--- config.mk ---
export PLATFORM = sky130hd
export DESIGN_NAME = seven_seg_scanner_flat
export DESIGN_NICKNAME = d
export VERILOG_FILES = /design/src/rtl/seg7_pkg.sv /design/src/rtl/seven_seg_scanner_if.sv /design/src/rtl/seg7_hex_lut.sv /design/src/rtl/seven_seg_scanner.sv /design/src/flat_wrapper.sv
export SDC_FILE = /design/constraint.sdc
export NUM_CORES = 1
export LEC_CHECK = 0
export CORE_ASPECT_RATIO = 1.4
export CORE_UTILIZATION = 40
export DETAILED_ROUTE_END_ITERATION = 6
export GPL_TIMING_DRIVEN = 0
export PLACE_DENSITY = 0.66
export SETUP_SLACK_MARGIN = 0.5
export SLEW_MARGIN = 20
export SYNTH_ARGS = -nofsm -noshare
export SYNTH_HDL_FRONTEND = slang
export SYNTH_SLANG_ARGS = --single-unit
--- constraint.sdc ---
create_clock -name clk -period 6.55 [get_ports clk]
set_input_delay 0.9825 -clock clk [delete_from_list [all_inputs] [get_ports clk]]
set_output_delay 0.9825 -clock clk [all_outputs]
set_load 0.05 [all_outputs]
--- src/rtl/seg7_pkg.sv ---
// ============================================================================
// Module      : seg7_pkg
// Description : Shared types, decode table and parameter limits for the
//               seven-segment scanner.
// Revision    : 1.0 - initial release
// ============================================================================
`default_nettype none

package seg7_pkg;

  localparam int MIN_DIGITS  = 1;
  localparam int MAX_DIGITS  = 8;
  localparam int MIN_REFRESH = 2;
  localparam int IDX_W       = 3;

  // Active-high lit segments, bit 6 = A ... bit 0 = G, entry 15 first.
  localparam logic [15:0][6:0] SEG_TABLE = {
    7'h47, 7'h4F, 7'h3D, 7'h4E, 7'h1F, 7'h77, 7'h7B, 7'h7F,
    7'h70, 7'h5F, 7'h5B, 7'h33, 7'h79, 7'h6D, 7'h30, 7'h7E
  };

  typedef enum logic [0:0] {
    SHOW = 1'b0,
    GAP  = 1'b1
  } state_t;

  function automatic bit digits_legal(input int d);
    return (d >= MIN_DIGITS) && (d <= MAX_DIGITS);
  endfunction

  function automatic bit refresh_legal(input int r);
    return r >= MIN_REFRESH;
  endfunction

endpackage

`default_nettype wire

--- src/rtl/seven_seg_scanner_if.sv ---
// ============================================================================
// Module      : seven_seg_scanner_if
// Description : Control/data and display-pin bundle for the scanner.
// Revision    : 1.0 - initial release
// ============================================================================
`default_nettype none

interface seven_seg_scanner_if
  import seg7_pkg::*;
#(
  parameter int DIGITS = 4
);
  logic                  enable;
  logic                  load;
  logic [4*DIGITS-1:0]   value;
  logic [DIGITS-1:0]     dp_in;
  logic                  lz_blank;
  logic [6:0]            seg;
  logic                  dp;
  logic [DIGITS-1:0]     an;
  logic [IDX_W-1:0]      digit_idx;
  logic                  frame_tick;

  modport master (
    output enable, load, value, dp_in, lz_blank,
    input  seg, dp, an, digit_idx, frame_tick
  );

  modport slave (
    input  enable, load, value, dp_in, lz_blank,
    output seg, dp, an, digit_idx, frame_tick
  );
endinterface

`default_nettype wire

--- src/rtl/seg7_hex_lut.sv ---
// ============================================================================
// Module      : seg7_hex_lut
// Description : Hex nibble to active-high seven-segment pattern.
// Revision    : 1.0 - initial release
// ============================================================================
`default_nettype none

module seg7_hex_lut
  import seg7_pkg::*;
(
  input  logic [3:0] nibble,
  output logic [6:0] pattern
);
  assign pattern = SEG_TABLE[nibble];
endmodule

`default_nettype wire

--- src/rtl/seven_seg_scanner.sv ---
// ============================================================================
// Module      : seven_seg_scanner
// Description : Time-multiplexed seven-segment driver with blanking gap,
//               leading-zero suppression and selectable pin polarity.
// Revision    : 1.0 - initial release
// ============================================================================
`default_nettype none

module seven_seg_scanner
  import seg7_pkg::*;
#(
  parameter int DIGITS         = 4,
  parameter int REFRESH_DIV    = 50000,
  parameter int BLANK_CYCLES   = 16,
  parameter int SEG_ACTIVE_LOW = 1,
  parameter int AN_ACTIVE_LOW  = 1
) (
  input  logic                 clk,
  input  logic                 rst,
  seven_seg_scanner_if.slave   bus
);

  localparam int CNT_MAX_A = (REFRESH_DIV > BLANK_CYCLES) ? REFRESH_DIV : BLANK_CYCLES;
  localparam int CNT_MAX   = (CNT_MAX_A > 2) ? CNT_MAX_A : 2;
  localparam int CNT_W     = $clog2(CNT_MAX);

  localparam logic [CNT_W-1:0] SHOW_LAST = CNT_W'(REFRESH_DIV - 1);
  localparam logic [CNT_W-1:0] GAP_LAST  = CNT_W'((BLANK_CYCLES > 0) ? BLANK_CYCLES - 1 : 0);
  localparam logic [IDX_W-1:0] IDX_LAST  = IDX_W'(DIGITS - 1);
  localparam logic             SEG_INV   = (SEG_ACTIVE_LOW != 0);
  localparam logic             AN_INV    = (AN_ACTIVE_LOW != 0);

  generate
    if (!digits_legal(DIGITS) || !refresh_legal(REFRESH_DIV)) begin : g_bad_params
      $error("seven_seg_scanner: DIGITS must be 1..8 and REFRESH_DIV >= 2");
    end
  endgenerate

  state_t                r_state;
  logic [CNT_W-1:0]      r_cnt;
  logic [IDX_W-1:0]      r_idx;
  logic [4*DIGITS-1:0]   r_shadow_val;
  logic [DIGITS-1:0]     r_shadow_dp;
  logic [6:0]            r_seg;
  logic                  r_dp;
  logic [DIGITS-1:0]     r_an;
  logic                  r_frame_tick;

  logic [3:0]            w_nibble;
  logic                  w_dp_sel;
  logic                  w_upper_nz;
  logic [6:0]            w_pattern;
  logic                  w_an_on;
  logic                  w_blank;
  logic [DIGITS-1:0]     w_onehot;
  logic                  w_wrap;
  logic [IDX_W-1:0]      w_idx_next;

  // Digit select plus "any non-zero nibble at or above idx" for zero suppression.
  always_comb begin
    w_nibble   = 4'h0;
    w_dp_sel   = 1'b0;
    w_upper_nz = 1'b0;
    w_onehot   = '0;
    for (int i = 0; i < DIGITS; i++) begin
      if (r_idx == IDX_W'(i)) begin
        w_nibble    = r_shadow_val[4*i +: 4];
        w_dp_sel    = r_shadow_dp[i];
        w_onehot[i] = w_an_on;
      end
      if ((IDX_W'(i) >= r_idx) && (r_shadow_val[4*i +: 4] != 4'h0)) begin
        w_upper_nz = 1'b1;
      end
    end
  end

  seg7_hex_lut u_lut (
    .nibble  (w_nibble),
    .pattern (w_pattern)
  );

  assign w_an_on    = bus.enable && (r_state == SHOW);
  assign w_blank    = bus.lz_blank && (r_idx != '0) && !w_upper_nz;
  assign w_wrap     = (r_idx == IDX_LAST);
  assign w_idx_next = w_wrap ? '0 : r_idx + IDX_W'(1);

  always_ff @(posedge clk) begin
    if (rst) begin
      r_state      <= SHOW;
      r_cnt        <= '0;
      r_idx        <= '0;
      r_shadow_val <= '0;
      r_shadow_dp  <= '0;
      r_seg        <= {7{SEG_INV}};
      r_dp         <= SEG_INV;
      r_an         <= {DIGITS{AN_INV}};
      r_frame_tick <= 1'b0;
    end else begin
      r_frame_tick <= 1'b0;
      if (bus.load) begin
        r_shadow_val <= bus.value;
        r_shadow_dp  <= bus.dp_in;
      end
      if (bus.enable) begin
        case (r_state)
          SHOW: begin
            if (r_cnt == SHOW_LAST) begin
              r_cnt <= '0;
              if (BLANK_CYCLES > 0) begin
                r_state <= GAP;
              end else begin
                r_idx        <= w_idx_next;
                r_frame_tick <= w_wrap;
              end
            end else begin
              r_cnt <= r_cnt + CNT_W'(1);
            end
          end
          GAP: begin
            if (r_cnt == GAP_LAST) begin
              r_cnt        <= '0;
              r_state      <= SHOW;
              r_idx        <= w_idx_next;
              r_frame_tick <= w_wrap;
            end else begin
              r_cnt <= r_cnt + CNT_W'(1);
            end
          end
          default: r_state <= SHOW;
        endcase
      end
      // Pins are built from the pre-edge scan state, hence one cycle behind it.
      r_seg <= ((w_an_on && !w_blank) ? w_pattern : 7'h00) ^ {7{SEG_INV}};
      r_dp  <= (w_an_on && w_dp_sel) ^ SEG_INV;
      r_an  <= w_onehot ^ {DIGITS{AN_INV}};
    end
  end

  assign bus.seg        = r_seg;
  assign bus.dp         = r_dp;
  assign bus.an         = r_an;
  assign bus.digit_idx  = r_idx;
  assign bus.frame_tick = r_frame_tick;

endmodule

`default_nettype wire

--- src/flat_wrapper.sv ---
// flat-port wrapper written by rule: the top's interface ports become plain ports
module seven_seg_scanner_flat import seg7_pkg::*;
#(
  parameter int DIGITS         = 4,
  parameter int REFRESH_DIV    = 50000,
  parameter int BLANK_CYCLES   = 16,
  parameter int SEG_ACTIVE_LOW = 1,
  parameter int AN_ACTIVE_LOW  = 1
)
  (clk, rst, bus_enable, bus_load, bus_value, bus_dp_in, bus_lz_blank, bus_seg, bus_dp, bus_an, bus_digit_idx, bus_frame_tick);
  seven_seg_scanner_if #(.DIGITS(DIGITS)) bus_i ();
  input  logic clk;
  input  logic rst;
  input wire logic [$bits(bus_i.enable)-1:0] bus_enable;
  input wire logic [$bits(bus_i.load)-1:0] bus_load;
  input wire logic [$bits(bus_i.value)-1:0] bus_value;
  input wire logic [$bits(bus_i.dp_in)-1:0] bus_dp_in;
  input wire logic [$bits(bus_i.lz_blank)-1:0] bus_lz_blank;
  output wire logic [$bits(bus_i.seg)-1:0] bus_seg;
  output wire logic [$bits(bus_i.dp)-1:0] bus_dp;
  output wire logic [$bits(bus_i.an)-1:0] bus_an;
  output wire logic [$bits(bus_i.digit_idx)-1:0] bus_digit_idx;
  output wire logic [$bits(bus_i.frame_tick)-1:0] bus_frame_tick;
  assign bus_i.enable = bus_enable;
  assign bus_i.load = bus_load;
  assign bus_i.value = bus_value;
  assign bus_i.dp_in = bus_dp_in;
  assign bus_i.lz_blank = bus_lz_blank;
  assign bus_seg = bus_i.seg;
  assign bus_dp = bus_i.dp;
  assign bus_an = bus_i.an;
  assign bus_digit_idx = bus_i.digit_idx;
  assign bus_frame_tick = bus_i.frame_tick;
  seven_seg_scanner #(.DIGITS(DIGITS), .REFRESH_DIV(REFRESH_DIV), .BLANK_CYCLES(BLANK_CYCLES), .SEG_ACTIVE_LOW(SEG_ACTIVE_LOW), .AN_ACTIVE_LOW(AN_ACTIVE_LOW)) u_core (.clk(clk), .rst(rst), .bus(bus_i));
endmodule
==> results.toml <==
[setup_path]
worstPathArrival_ps = 2980
cpMostUsedCell = "inv_1"
worst_ep_required_time_ps = 6710
start_kind = "flop"
cp-end-kind = "flop"
critPathSlowestCell = "a32oi_1"
crit_chain = "buf_2 > inv_1 > ha_1 > buf_6 > inv_1 > nand3_1 > a32oi_1 > inv_1 > ha_1 > mux2i_1 > mux2_2 > nand2_1"
critPathMaxStageDelay_ps = 560
crit_family = "buffers and inverters"
critPathMaxFanout = 10
crit_buf_inv = 5
critPathKind = "reg -> reg"

[cells_and_area]
final_layout_size_suffix_gt1_share_pct = 7.48
multi_input_area_um2 = 1380
final_common_cell = "dfxtp_1"
nets = 356
fin_util_pct = 50.1
layout_common_cells = "53 x dfxtp_1, 48 x nor2_1, 37 x clkdlybuf4s50_1"
syn_to_final_growth_pct = 21.5
fill_cells = 575
ff_latch_area_um2 = 1060
antenna_cells = 0

[global_routing]
antenna_found_initial = 0
grt_max_degree = 15
grt-ovfl-total = 0
grt_pass1_vias = 2058
grt_pass1_wl_um = 9280
grt.total_usage_pct = 17.5

[cts]
cts.repair.resized = 0
root_buffer = "clkbuf_8"
cts_hold_buf = 0
clock-sinks = 53
cts_buffers = 5
insertion_delay_ps = 300
h-tree-depth = 2
cts_tree = "built"
clkTransAtPathRegs_ps = 90
cts_setup_buffers = 0
clockBufferDepth = 2

[synthesis]
ys.flop_type = "dfxtp_1"
synthCells = 277
ys_async_sr_fraction_pct = 0
seq_area_frac_synth_pct = 41.7
avgSynthCellArea_um2 = 9.19
synth_edf_count = 0
syn_nets = 312
synth_warnings = 0
ys_types = 53
ys_seq_elements = 53
syn_area_um2 = 2540

[die]
io_pins = 41
die-area_um2 = 6690
start_util_pct = 41.3
fp.dieW_um = 69.4
coreArea_um2 = 6170
fp-row-count = 34
die_y_um = 96.4

[job]
drv_cap = 0

[timing]
period_share_pct = 42.9
min_period_ps = 2810
max_freq_mhz = 356
fin_skew_ps = 8.63
hold-worst-slack_ps = 512
tightest_slew_ps = 793
finalSetupViolations = 0
hold_viol = 0
slew_viol_final = 0
rsz0062_at_grt = "no"
relSlewSlack_pct = 46.8
tns_ps = 0

[detailed_routing]
wl_per_cell_um = 13.8
drtIter0Drc = 75
drt_pass1_iterations = 6
avgViaCountPerCell = 5.18
drc = 0
wirelength_um = 5430
ant_nets = 0
vias = 2037

[power]
peakVddDrop_mv = 0.107
leakagePower_nw = 1.27
powerDensity_nw_per_um2 = 197

[place]
gp_congestion = 0.831
dp_hpwl_um = 4190
io_buffers = 37

[outcome]
status = "completed"

[min_path]
min_path_type = "reg -> reg"
[final cells by class]
cell class | count | share of cell area (%)
multi-input combinational | 204 | 44.6
clock buffer | 7 | 2.79
tap | 72 | 2.91
sequential | 53 | 34.3
buffer | 13 | 2.55
inverter | 7 | 0.850
timing repair buffer | 37 | 12.0
[power by group]
group / switching [mW] / internal [mW] / leakage [nW]
Sequential: 0.00853 / 0.334 / 0.434
Clock: 0.100 / 0.0841 / 0.0443
Combinational: 0.0428 / 0.0387 / 0.789
Total: 0.151 / 0.457 / 1.27
[synth_stat cells, types with 2 or more instances]
cell | number | area, um2
clkbuf_1 | 6 | 22.5
mux2i_1 | 26 | 260
o211ai_1 | 3 | 22.5
nor4_1 | 4 | 25.0
nand2b_1 | 2 | 12.5
o21ai_0 | 6 | 30.0
nand2_1 | 25 | 93.8
and3_1 | 2 | 12.5
a21oi_1 | 6 | 30.0
buf_6 | 3 | 33.8
ha_1 | 10 | 125
nor3_1 | 2 | 10.0
nor2_1 | 48 | 180
buf_2 | 3 | 15.0
a31oi_1 | 2 | 12.5
xnor2_1 | 3 | 26.3
o221ai_1 | 3 | 26.3
nand4_1 | 6 | 37.5
inv_1 | 7 | 26.3
and2_1 | 2 | 12.5
xor2_1 | 13 | 114
dfxtp_1 | 53 | 1060
nand3_1 | 11 | 55.1
a31o_2 | 2 | 17.5
[cells by family after synthesis]
family	synth area share (%)
and+or+nand+nor	22.9
DFF	41.7
AOI/OAI and AO/OA	10.2
muxes	10.7
buffers and inverters	4.13
xor gates and xnor gates	5.51
adders and majority gates	4.92
[registers in the layout, summed over array words and instances (netlist names)]
register               flops
u_core.r_cnt              16
u_core.r_shadow_val       16
u_core.bus.seg             7
u_core.bus.an              4
u_core.r_shadow_dp         4
u_core.bus.digit_idx       3
u_core.bus.dp              1
u_core.bus.frame_tick      1
u_core.r_state             1
[through the flow]
stage	setup WS (ps)	instances	cell area (um2)	power, mW
2_1_floorplan	3810	277	2540	0.400
3_3_place_gp	3850	386	3010	0.431
3_5_place_dp	3780	386	3010	0.432
4_1_cts	3740	393	3090	0.616
5_1_grt	3460	393	3090	0.637
6_report	3740	393	3090	0.608
[routing by layer]
metal	up-vias	track usage (%)	routed length, um
li1	1055	-	-
met1	928	17.8	2250
met2	37	33.8	2860
met3	17	3.32	139
met4	0	9.18	185
met5	-	0	0
[path summary, 6_finish.rpt]
path	from	end	slack (ps)	cells past startpoint
setup / recovery	u_core.bus.digit_idx[0]	u_core.bus.seg[3]	3740	12
hold / removal	u_core.r_shadow_dp[3]	u_core.r_shadow_dp[3]	510	2
setup reg to reg	u_core.bus.digit_idx[0]	u_core.bus.seg[3]	3740	12
hold reg to reg	u_core.r_shadow_dp[3]	u_core.r_shadow_dp[3]	510	2
[worst register-to-register path, stage by stage, from the launching register on]
cell and delay (ps):
dfxtp_1 370, buf_2 220, inv_1 110, ha_1 220, buf_6 140, inv_1 130, nand3_1 90, a32oi_1 560
inv_1 150, ha_1 300, mux2i_1 160, mux2_2 160, nand2_1 50
(Power assumes the default switching activity.)
